$ cat src/rtl/volume_gain_stage_if.sv
// Sample stream bundle for the volume stage: upstream input plus downstream output handshake.
// Pure wiring: no latency of its own.
// Backpressure is carried by in_ready (to the upstream) and out_ready (from the downstream).
interface volume_gain_stage_if #(
    parameter int SAMPLE_W = 24
);
    logic                       in_valid;
    logic signed [SAMPLE_W-1:0] in_data;
    logic                       in_ready;
    logic                       out_valid;
    logic signed [SAMPLE_W-1:0] out_data;
    logic                       out_ready;

    // Source/sink side: drives samples in and accepts results out
    modport master (
        output in_valid,
        output in_data,
        output out_ready,
        input  in_ready,
        input  out_valid,
        input  out_data
    );

    // Gain stage side
    modport slave (
        input  in_valid,
        input  in_data,
        input  out_ready,
        output in_ready,
        output out_valid,
        output out_data
    );
endinterface

$ cat src/rtl/volume_gain_stage.sv
// Volume stage: decodes a thermometer volume code, ramps the gain one level per step, scales samples by level/8.
// Latency: 2 cycles from acceptance to out_valid, 1 sample/cycle when not stalled.
// Backpressure: out_valid & ~out_ready freezes both stages and drops in_ready. Optional macro ZERO_CROSS_EN.
module volume_gain_stage #(
    parameter int SAMPLE_W = 24,
    parameter int RAMP_DIV = 64
) (
    input  logic                Clk,
    input  logic                Reset,
    input  logic [7:0]          Vol_code,
    volume_gain_stage_if.slave  bus,
    output logic [3:0]          gain_lvl,
    output logic                vol_err
);
    localparam int CNT_W = $clog2(RAMP_DIV);

    // Reset synchroniser outputs
    logic [1:0]                 rst_sync;
    logic                       rst_n;

    // Volume decode
    logic                       code_legal;
    logic [3:0]                 code_lvl;
    logic [3:0]                 target;

    // Handshake
    logic                       stall;
    logic                       accept;

    // Ramp control
    logic [CNT_W-1:0]           ramp_cnt;
    logic                       ramp_wrap;
    logic                       pending;
    logic                       step;
    logic [3:0]                 lvl_next;

    // Pipeline
    logic                       s1_vld;
    logic signed [SAMPLE_W-1:0] s1_dat;
    logic [3:0]                 s1_lvl;
    logic signed [SAMPLE_W+4:0] dat_x;
    logic signed [SAMPLE_W+4:0] lvl_x;
    logic signed [SAMPLE_W+4:0] prod;
    logic                       out_vld;
    logic signed [SAMPLE_W-1:0] out_dat;

    // Reset asserts immediately, releases two clock edges later so every flop leaves reset in the same cycle
    always_ff @(posedge Clk or negedge Reset) begin
        if (!Reset) begin
            rst_sync <= 2'b00;
        end else begin
            rst_sync <= {rst_sync[0], 1'b1};
        end
    end

    assign rst_n = rst_sync[1];

    // Map legal thermometer codes to a level; anything with a hole in it is flagged
    always_comb begin
        code_legal = 1'b1;
        code_lvl   = 4'd0;
        case (Vol_code)
            8'h00:   code_lvl = 4'd0;
            8'h01:   code_lvl = 4'd1;
            8'h03:   code_lvl = 4'd2;
            8'h07:   code_lvl = 4'd3;
            8'h0f:   code_lvl = 4'd4;
            8'h1f:   code_lvl = 4'd5;
            8'h3f:   code_lvl = 4'd6;
            8'h7f:   code_lvl = 4'd7;
            8'hff:   code_lvl = 4'd8;
            default: code_legal = 1'b0;
        endcase
    end

    // Target follows the code every cycle; a malformed code keeps the last good target and latches the error
    always_ff @(posedge Clk or negedge rst_n) begin
        if (!rst_n) begin
            target  <= 4'd0;
            vol_err <= 1'b0;
        end else begin
            if (code_legal) begin
                target <= code_lvl;
            end else begin
                vol_err <= 1'b1;
            end
        end
    end

    // A full output register whose consumer is not ready blocks the whole pipe
    assign stall         = out_vld & ~bus.out_ready;
    assign bus.in_ready  = ~stall;
    assign accept        = bus.in_valid & ~stall;
    assign bus.out_valid = out_vld;
    assign bus.out_data  = out_dat;

    // The ramp clock is the accepted-sample count, so the gain never moves while the stream is idle
    assign ramp_wrap = accept & (ramp_cnt == CNT_W'(RAMP_DIV - 1));
    assign pending   = (gain_lvl != target);

    // Free-running modulo-RAMP_DIV count of accepted samples
    always_ff @(posedge Clk or negedge rst_n) begin
        if (!rst_n) begin
            ramp_cnt <= '0;
        end else if (accept) begin
            ramp_cnt <= ramp_wrap ? '0 : ramp_cnt + CNT_W'(1);
        end
    end

`ifdef ZERO_CROSS_EN
    localparam int WAIT_LIM = 4 * RAMP_DIV;
    localparam int WAIT_W   = $clog2(WAIT_LIM);

    logic [WAIT_W-1:0] wait_cnt;
    logic              armed;
    logic              prev_neg;
    logic              zero_cross;
    logic              force_step;

    // A crossing is an exact zero or a sign flip against the previous accepted sample
    assign zero_cross = (bus.in_data == '0) || (bus.in_data[SAMPLE_W-1] != prev_neg);
    // Give up waiting for a crossing on the 4*RAMP_DIV-th pending sample so a DC input still ramps
    assign force_step = (wait_cnt == WAIT_W'(WAIT_LIM - 1));
    // A wrap arms the step; the armed step fires on the next crossing, one level per crossing
    assign step = accept & pending & (((armed | ramp_wrap) & zero_cross) | force_step);

    // Zero-crossing bookkeeping: previous sign, arming by wrap, and the force timeout
    always_ff @(posedge Clk or negedge rst_n) begin
        if (!rst_n) begin
            wait_cnt <= '0;
            armed    <= 1'b0;
            prev_neg <= 1'b0;
        end else begin
            if (accept) begin
                prev_neg <= bus.in_data[SAMPLE_W-1];
            end
            if (step) begin
                armed <= 1'b0;
            end else if (ramp_wrap) begin
                armed <= 1'b1;
            end
            if (step || !pending) begin
                wait_cnt <= '0;
            end else if (accept) begin
                wait_cnt <= wait_cnt + WAIT_W'(1);
            end
        end
    end
`else
    // Without zero-crossing alignment, every wrap with a pending difference takes one step
    assign step = ramp_wrap & pending;
`endif

    // One level toward the target; direction is re-read at every step so a moving target never overshoots
    always_comb begin
        lvl_next = gain_lvl;
        if (step) begin
            lvl_next = (target > gain_lvl) ? gain_lvl + 4'd1 : gain_lvl - 4'd1;
        end
    end

    // Applied level register; starts at silence so the output fades in after reset
    always_ff @(posedge Clk or negedge rst_n) begin
        if (!rst_n) begin
            gain_lvl <= 4'd0;
        end else begin
            gain_lvl <= lvl_next;
        end
    end

    // Stage 1: capture the sample with the level it must use (the new level on a step beat)
    always_ff @(posedge Clk or negedge rst_n) begin
        if (!rst_n) begin
            s1_vld <= 1'b0;
            s1_dat <= '0;
            s1_lvl <= 4'd0;
        end else if (!stall) begin
            s1_vld <= accept;
            if (accept) begin
                s1_dat <= bus.in_data;
                s1_lvl <= lvl_next;
            end
        end
    end

    // Full-width signed product; level is zero-extended so 8 stays positive
    assign dat_x = (SAMPLE_W + 5)'(s1_dat);
    assign lvl_x = (SAMPLE_W + 5)'({1'b0, s1_lvl});
    assign prod  = dat_x * lvl_x;

    // Stage 2: divide by 8 with an arithmetic shift (floor); |level/8| <= 1 so no saturation is needed
    always_ff @(posedge Clk or negedge rst_n) begin
        if (!rst_n) begin
            out_vld <= 1'b0;
            out_dat <= '0;
        end else if (!stall) begin
            out_vld <= s1_vld;
            if (s1_vld) begin
                out_dat <= SAMPLE_W'(prod >>> 3);
            end
        end
    end

endmodule

$ cat src/flat_wrapper.sv
// flat-port wrapper written by rule: the top's interface ports become plain ports
module volume_gain_stage_flat 
#(
    parameter int SAMPLE_W = 24,
    parameter int RAMP_DIV = 64
)
  (Clk, Reset, Vol_code, gain_lvl, vol_err, bus_in_valid, bus_in_data, bus_out_ready, bus_in_ready, bus_out_valid, bus_out_data);
  volume_gain_stage_if #(.SAMPLE_W(SAMPLE_W)) bus_i ();
  input  logic Clk;
  input  logic Reset;
  input  logic [7:0] Vol_code;
  output logic [3:0] gain_lvl;
  output logic vol_err;
  input wire logic [$bits(bus_i.in_valid)-1:0] bus_in_valid;
  input wire logic [$bits(bus_i.in_data)-1:0] bus_in_data;
  input wire logic [$bits(bus_i.out_ready)-1:0] bus_out_ready;
  output wire logic [$bits(bus_i.in_ready)-1:0] bus_in_ready;
  output wire logic [$bits(bus_i.out_valid)-1:0] bus_out_valid;
  output wire logic [$bits(bus_i.out_data)-1:0] bus_out_data;
  assign bus_i.in_valid = bus_in_valid;
  assign bus_i.in_data = bus_in_data;
  assign bus_i.out_ready = bus_out_ready;
  assign bus_in_ready = bus_i.in_ready;
  assign bus_out_valid = bus_i.out_valid;
  assign bus_out_data = bus_i.out_data;
  volume_gain_stage #(.SAMPLE_W(SAMPLE_W), .RAMP_DIV(RAMP_DIV)) u_core (.Clk(Clk), .Reset(Reset), .Vol_code(Vol_code), .bus(bus_i), .gain_lvl(gain_lvl), .vol_err(vol_err));
endmodule
$ cat config.mk
export PLATFORM = sky130hd
export DESIGN_NAME = volume_gain_stage_flat
export DESIGN_NICKNAME = d
export VERILOG_FILES = /design/src/rtl/volume_gain_stage_if.sv /design/src/rtl/volume_gain_stage.sv /design/src/flat_wrapper.sv
export SDC_FILE = /design/constraint.sdc
export NUM_CORES = 1
export LEC_CHECK = 0
export ABC_AREA = 1
export BUFFER_PORTS_ARGS = -buffer_cell sky130_fd_sc_hd__buf_4
export CORE_AREA = 5 5 141 143
export CTS_CLUSTER_DIAMETER = 40
export DETAILED_ROUTE_END_ITERATION = 7
export DIE_AREA = 0 0 146 148
export PLACE_DENSITY = 0.63
export RECOVER_POWER = 50
export SLEW_MARGIN = 25
export SYNTH_ARGS = -nofsm -noshare
export SYNTH_HDL_FRONTEND = slang
export SYNTH_SLANG_ARGS = --single-unit
$ cat constraint.sdc
create_clock -name Clk -period 2.4 [get_ports Clk]
set_clock_uncertainty 0.15 [all_clocks]
set_input_delay 0.24 -clock Clk [delete_from_list [all_inputs] [get_ports Clk]]
set_output_delay 0.24 -clock Clk [all_outputs]
set_load 0.03 [all_outputs]
==> flow_metrics.env, run 1 <==
export IMPL_syn2layout_area_growth_pct=50.3
export IMPL_grt_max_degree=40
export IMPL_route_detailed_drc=0
export IMPL_worstMarginPinSlew_ps=1640
export IMPL_start_util_pct=38.2
export IMPL_cellPowerDensity_nw_per_um2=1160
export IMPL_fp_dieH_um=148
export IMPL_clkTransAtPathRegs_ps=70
export IMPL_finalSetupTns_ps=-23030
export IMPL_worst_ep_arrival_time_ps=3560
export IMPL_fin_nets=1385
export IMPL_diodes=0
export IMPL_synth_top_area_share_pct=25.2
export IMPL_rsz0062_at_grt="true"
export IMPL_hp_class="in -> async"
export IMPL_coreArea_sq_um=18500
export IMPL_yosys_top_cells_area="dfrtp_1 (25%), nand2_1 (21%), inv_1 (14%)"
export IMPL_dr_pass1_iters=4
export IMPL_antenna_found_initial=0
export IMPL_grt_pass1_vias=6709
export IMPL_wirelength_mm=18.5
export IMPL_rrSetupSlack_ps=-1070
export IMPL_final_area_sq_um=10600
export IMPL_finalSetupViolations=24
export IMPL_dieArea_sq_um=21600
export IMPL_min_period_over_period_pct=145
export IMPL_cts_buffer_depth=2
export IMPL_ant_nets=0
export IMPL_start_kind="register"
export IMPL_holdWs_ps=49.6
export IMPL_yosysUniqueCellTypes=33
export IMPL_via_count=6671
export IMPL_avgSynthCellArea_sq_um=6.72
export IMPL_row_count=50
export IMPL_wl_per_cell_um=12.5
export IMPL_synth_cell_area_sq_um=7050
export IMPL_num_io_pins=67
export IMPL_place_hpwl_mm=13.8
export IMPL_status="complete, but fails checks"
export IMPL_grt_overflow=0
export IMPL_ys_seq_area_share_pct=25.2
export IMPL_grt_pass1_wl_mm=31.4
export IMPL_maxCapViolations=1
export IMPL_drv_slew=31
export IMPL_postPlaceCellArea_sq_um=9020
export IMPL_place_congestion=0.896
export IMPL_clkLatencyLatePin_ps=360
export IMPL_hold_viol_final=0
export IMPL_critPathKind="reg -> reg"
export IMPL_crit_path_end_kind="register"
export IMPL_n_fill_cell=1675
export IMPL_port_buffers=66
export IMPL_routed_via_density=4.49
export IMPL_cellLeakagePower_nw=5.97
export IMPL_synth_cells=1048
export IMPL_clock_sinks=71
export IMPL_layout_drive_gt1_share_pct=37.3
export IMPL_syn_num_nets=1187
export IMPL_cts_tree="yes"
export IMPL_cts_inserted_buffers=9
export IMPL_yosys_warnings=0
export IMPL_synth_top_cell_by_area="dfrtp_1"
export IMPL_cts_htree_levels=3
export IMPL_die_x_um=146
export IMPL_drt_iter0_markers=308
export IMPL_period_needed_ps=3470
export IMPL_ir_drop_v=0.000712
export IMPL_fmax_mhz=288
export IMPL_violations="max-capacitance violations, max-slew violations, negative setup slack"
export IMPL_worstPathRequired_ps=2490
export IMPL_yosys_register_bits=71
export IMPL_setup_ws_ps=-1070
export IMPL_cts_root_buf="clkbuf_16"
export IMPL_worst_path_max_fanout=8
export IMPL_max_slew_margin_rel_pct=-9.53
export IMPL_grt_total_usage_pct=17.5
layout make-up:
| type | instances | area (sq um) | share of cell area, % |
|---|---|---|---|
| Multi-Input combinational cell | 692 | 5500 | 51.9 |
| Sequential cell | 71 | 1780 | 16.8 |
| Timing Repair Buffer | 207 | 1700 | 16.1 |
| Inverter | 265 | 997 | 9.42 |
| Tap cell | 234 | 293 | 2.76 |
| Clock buffer | 9 | 225 | 2.13 |
| Clock inverter | 7 | 86.3 | 0.815 |
cells in the final DEF (no fill, tap or decap), drive strengths merged, types with 2 or more instances in the layout:
| cell | n |
|---|---|
| o21ai | 25 |
| ha | 56 |
| nand4 | 11 |
| dlygate4sd3 | 26 |
| clkbuf | 13 |
| dfrtp | 71 |
| or2 | 2 |
| xnor2 | 10 |
| inv | 270 |
| nand3 | 50 |
| nand2 | 410 |
| buf | 177 |
| nor3 | 5 |
| nor2 | 40 |
| xor2 | 3 |
| fa | 47 |
| a21oi | 21 |
| nand3b | 5 |
flip-flops by register name (all words and copies together) (netlist names):
register and cells:
u_core.vol_err 1, u_core.gain_lvl 4, u_core.target 4, u_core.bus.out_valid 1, u_core.s1_lvl 4, u_core.rst_sync 2
u_core.ramp_cnt 6, u_core.s1_vld 1, u_core.s1_dat 24, u_core.bus.out_data 24
synthesized netlist by cell type, drive strengths merged:
cell type,number
fa,47
a21oi,21
o21ai,25
nand4,11
xor2,3
dfrtp,71
inv,265
a21o,1
xnor2,10
conb,1
or2,2
ha,56
and2,1
nand2,410
nor3,5
clkbuf,15
buf,5
nand3,50
nor2,40
nor4,1
nand3b,5
o41ai,1
nor3b,1
o21bai,1
what timing repair did:
item	CTS	global route
endpoints found under the setup margin	27	27
pin swaps	78	66
setup buffers	7	8
hold buffers	26	0
endpoints found under the hold margin	27	0
cloned	2	1
gates resized for setup	93	121
per-layer routing:
| layer | part of all wire (%) | track usage [%] |
|---|---|---|
| met1 | 47 | 24.0 |
| met2 | 46 | 28.4 |
| met4 | 1.7 | 4.23 |
| met5 | 0 | 0 |
| met3 | 4.9 | 3.49 |
kinds of logic after synthesis:
| kind of cell | count (synthesis) | share of synthesized area [%] |
|---|---|---|
| buffers and inverters | 285 | 15.3 |
| AO/OA/AOI/OAI | 49 | 3.71 |
| adder cells (fa/ha/maj) | 103 | 23.3 |
| other | 1 | 0.0532 |
| flip-flops | 71 | 25.2 |
| XOR/XNOR | 13 | 1.72 |
| AND/OR/NAND/NOR | 526 | 30.7 |
critical path: stages, from the launching register on:
cell and delay [ps]:
dfrtp_2 480, buf_6 170, nand2_2 60, inv_2 40
ha_4 200, fa_1 490, inv_2 40, fa_1 540
inv_2 50, ha_4 280, buf_6 120, nand2_8 60
nor2_4 170, nand2_1 60, nand3b_1 170, nand3_1 90
nand2_1 70, nand3_2 60, nand2_1 50
power by group:
group,internal (W),total [W],switching (W)
logic,0.00410,0.00893,0.00483
registers,0.00156,0.00184,0.000275
clock network,0.000832,0.00147,0.000641
stage by stage:
| step | instances | total power, W | utilization [%] | worst slack, ps |
|---|---|---|---|---|
| 4_1_cts | 1476 | 0.0115 | 54.4 | -1030 |
| 5_1_grt | 1485 | 0.0133 | 57.4 | -1250 |
| 3_3_place_gp | 1425 | 0.00913 | 48.9 | -1110 |
| 3_5_place_dp | 1425 | 0.00924 | 48.9 | -1110 |
| 6_report | 1485 | 0.0122 | 57.4 | -1070 |
| 2_1_floorplan | 1048 | 0.00702 | - | -881 |
path summary, 6_finish.rpt:
| path | cells after the start | startpoint | end |
|---|---|---|---|
| worst max-delay path | 18 | u_core.s1_lvl[3] | u_core.bus.out_data[18] |
| worst min-delay path | 2 | Reset | u_core.rst_sync[0] |
| worst max register to register | 18 | u_core.s1_lvl[3] | u_core.bus.out_data[18] |
| worst min register to register | 0 | u_core.rst_sync[0] | u_core.rst_sync[1] |
| max in group asynchronous | 1 | u_core.rst_sync[1] | u_core.s1_lvl[3] |
| min in group Clk | 4 | Vol_code[3] | u_core.target[1] |
Note: power is estimated with default switching activity, not from simulation.
==> run 2: changes to the inputs <==
- CTS_CLUSTER_SIZE: default -> 40
- HOLD_SLACK_MARGIN: default -> 0.06
- clock period: 2.4 -> 3 ns (I/O delays scaled with it)
==> flow_metrics.env, run 2 (synthesis gave the netlist of run 1 again) <==
export IMPL_clkTransAtPathRegs_ps=60
export IMPL_maxCapViolations=0
export IMPL_cts_tree="yes"
export IMPL_drv_slew=0
export IMPL_wl_per_cell_um=12.3
export IMPL_routed_via_density=4.50
export IMPL_final_common_cell="nand2_1"
export IMPL_dieArea_sq_um=21600
export IMPL_port_buffers=66
export IMPL_cellLeakagePower_nw=5.87
export IMPL_row_count=50
export IMPL_final_cell_mix="nand2_1 (339), inv_1 (213), buf_4 (143)"
export IMPL_grt_total_usage_pct=17.1
export IMPL_coreArea_sq_um=18500
export IMPL_place_hpwl_mm=13.9
export IMPL_grt_max_degree=40
export IMPL_setup_ws_ps=-477
export IMPL_cts_htree_levels=3
export IMPL_fmax_mhz=288
export IMPL_cts_inserted_buffers=9
export IMPL_max_slew_margin_rel_pct=15.2
export IMPL_status="complete, but fails checks"
export IMPL_start_kind="register"
export IMPL_period_needed_ps=3480
export IMPL_fp_dieH_um=148
export IMPL_layout_drive_gt1_share_pct=32.5
export IMPL_route_detailed_drc=0
export IMPL_worstPathRequired_ps=3080
export IMPL_clkLatencyLatePin_ps=340
export IMPL_pre_cts_ws_ps=-521
export IMPL_cts_root_buf="clkbuf_16"
export IMPL_worst_path_max_fanout=7
export IMPL_crit_path_end_kind="register"
export IMPL_drt_iter0_markers=240
export IMPL_finalSetupTns_ps=-8590
export IMPL_num_io_pins=67
export IMPL_die_x_um=146
export IMPL_min_period_over_period_pct=116
export IMPL_diodes=0
export IMPL_ant_nets=0
export IMPL_cellPowerDensity_nw_per_um2=924
export IMPL_ir_drop_v=0.000461
export IMPL_grt_pass1_vias=6704
export IMPL_wirelength_mm=18.0
export IMPL_antenna_found_initial=0
export IMPL_clock_sinks=71
export IMPL_violations="negative setup slack"
export IMPL_finalSetupViolations=23
export IMPL_via_count=6595
export IMPL_n_fill_cell=1784
export IMPL_worstMarginPinSlew_ps=1270
export IMPL_start_util_pct=38.2
export IMPL_grt_overflow=0
export IMPL_grt_pass1_wl_mm=30.9
export IMPL_fin_nets=1366
export IMPL_rsz0062_at_grt="true"
export IMPL_cts_buffer_depth=2
export IMPL_syn2layout_area_growth_pct=44.5
export IMPL_critPathKind="reg -> reg"
export IMPL_dr_pass1_iters=5
export IMPL_place_congestion=0.884
export IMPL_worst_ep_arrival_time_ps=3560
export IMPL_hp_class="in -> async"
export IMPL_hold_viol_final=0
[run 2: changes by cell type in the layout (fill, tap and decap cells not counted), sizes merged]
cell	previous run	this run
dlygate4sd3	26	25
buf	177	160
clkinv	0	2
clkinvlp	1	3
inv	270	265
[run 2: final timing paths]
check / from / end / slack, ps / depth (start not counted)
max in group asynchronous: u_core.rst_sync[1] / u_core.bus.out_data[23] / 640 / 1
worst max-delay path: u_core.s1_lvl[3] / u_core.bus.out_data[16] / -480 / 18
worst min register to register: u_core.rst_sync[0] / u_core.rst_sync[1] / 210 / 0
worst min-delay path: Reset / u_core.rst_sync[0] / 130 / 2
worst max register to register: u_core.s1_lvl[3] / u_core.bus.out_data[16] / -480 / 18
min in group Clk: bus_out_ready / u_core.bus.out_valid / 150 / 4
[run 2: routing by layer]
metal	GRT usage [%]	wire length, um	up-vias
met3	3.74	746	13
li1	-	-	3437
met4	4.23	259	0
met2	27.8	8200	104
met5	0	0	-
met1	23.5	8830	3041
[run 2: metrics by stage]
step / utilization, % / std cells / power (W) / instance area (sq um) / hold WS [ps]
3_5_place_dp: 48.4 / 1411 / 0.00735 / 8940 / -65.5
5_1_grt: 55.2 / 1466 / 0.0102 / 10200 / 144
4_1_cts: 53.4 / 1457 / 0.00898 / 9850 / 83.6
2_1_floorplan: - / 1048 / 0.00561 / 7610 / -146
6_report: 55.2 / 1466 / 0.00941 / 10200 / 133
3_3_place_gp: 48.4 / 1411 / 0.00725 / 8940 / -65.1
[run 2: where the power goes]
part	leakage [nW]	internal, W	switching (W)
combinational	4.86	0.00310	0.00372
clock	0.141	0.000669	0.000448
sequential	0.867	0.00125	0.000228
[run 2: worst max-delay path: stages, from the launching register on]
cell     delay [ps]
dfrtp_2         470
buf_6           170
nand2_2          50
inv_2            40
ha_4            250
inv_2            30
fa_1            490
inv_1            50
fa_1            500
ha_4            320
buf_6           120
nand2_8          60
nor2_4          170
buf_4           130
nand4_1         110
nand3_1          90
nand2_1          50
nand3_1          60
nand2_1          50
[run 2: layout make-up]
type | instances | area, sq um | share of cell area [%]
clock buffer | 10 | 239 | 2.35
timing repair buffer | 188 | 1560 | 15.3
clock inverter | 6 | 70.1 | 0.688
sequential | 71 | 1780 | 17.5
tap | 234 | 293 | 2.88
inverter | 265 | 995 | 9.77
multi-input combinational | 692 | 5250 | 51.6
[run 2: what timing repair did]
item | 4_1_cts | 5_1_grt
gates cloned | 1 | 0
endpoints found under the setup margin | 23 | 23
hold buffers | 25 | 0
hold endpoints to repair | 26 | 0
pin swaps | 30 | 43
resized for setup | 78 | 75
setup buffers | 5 | 11
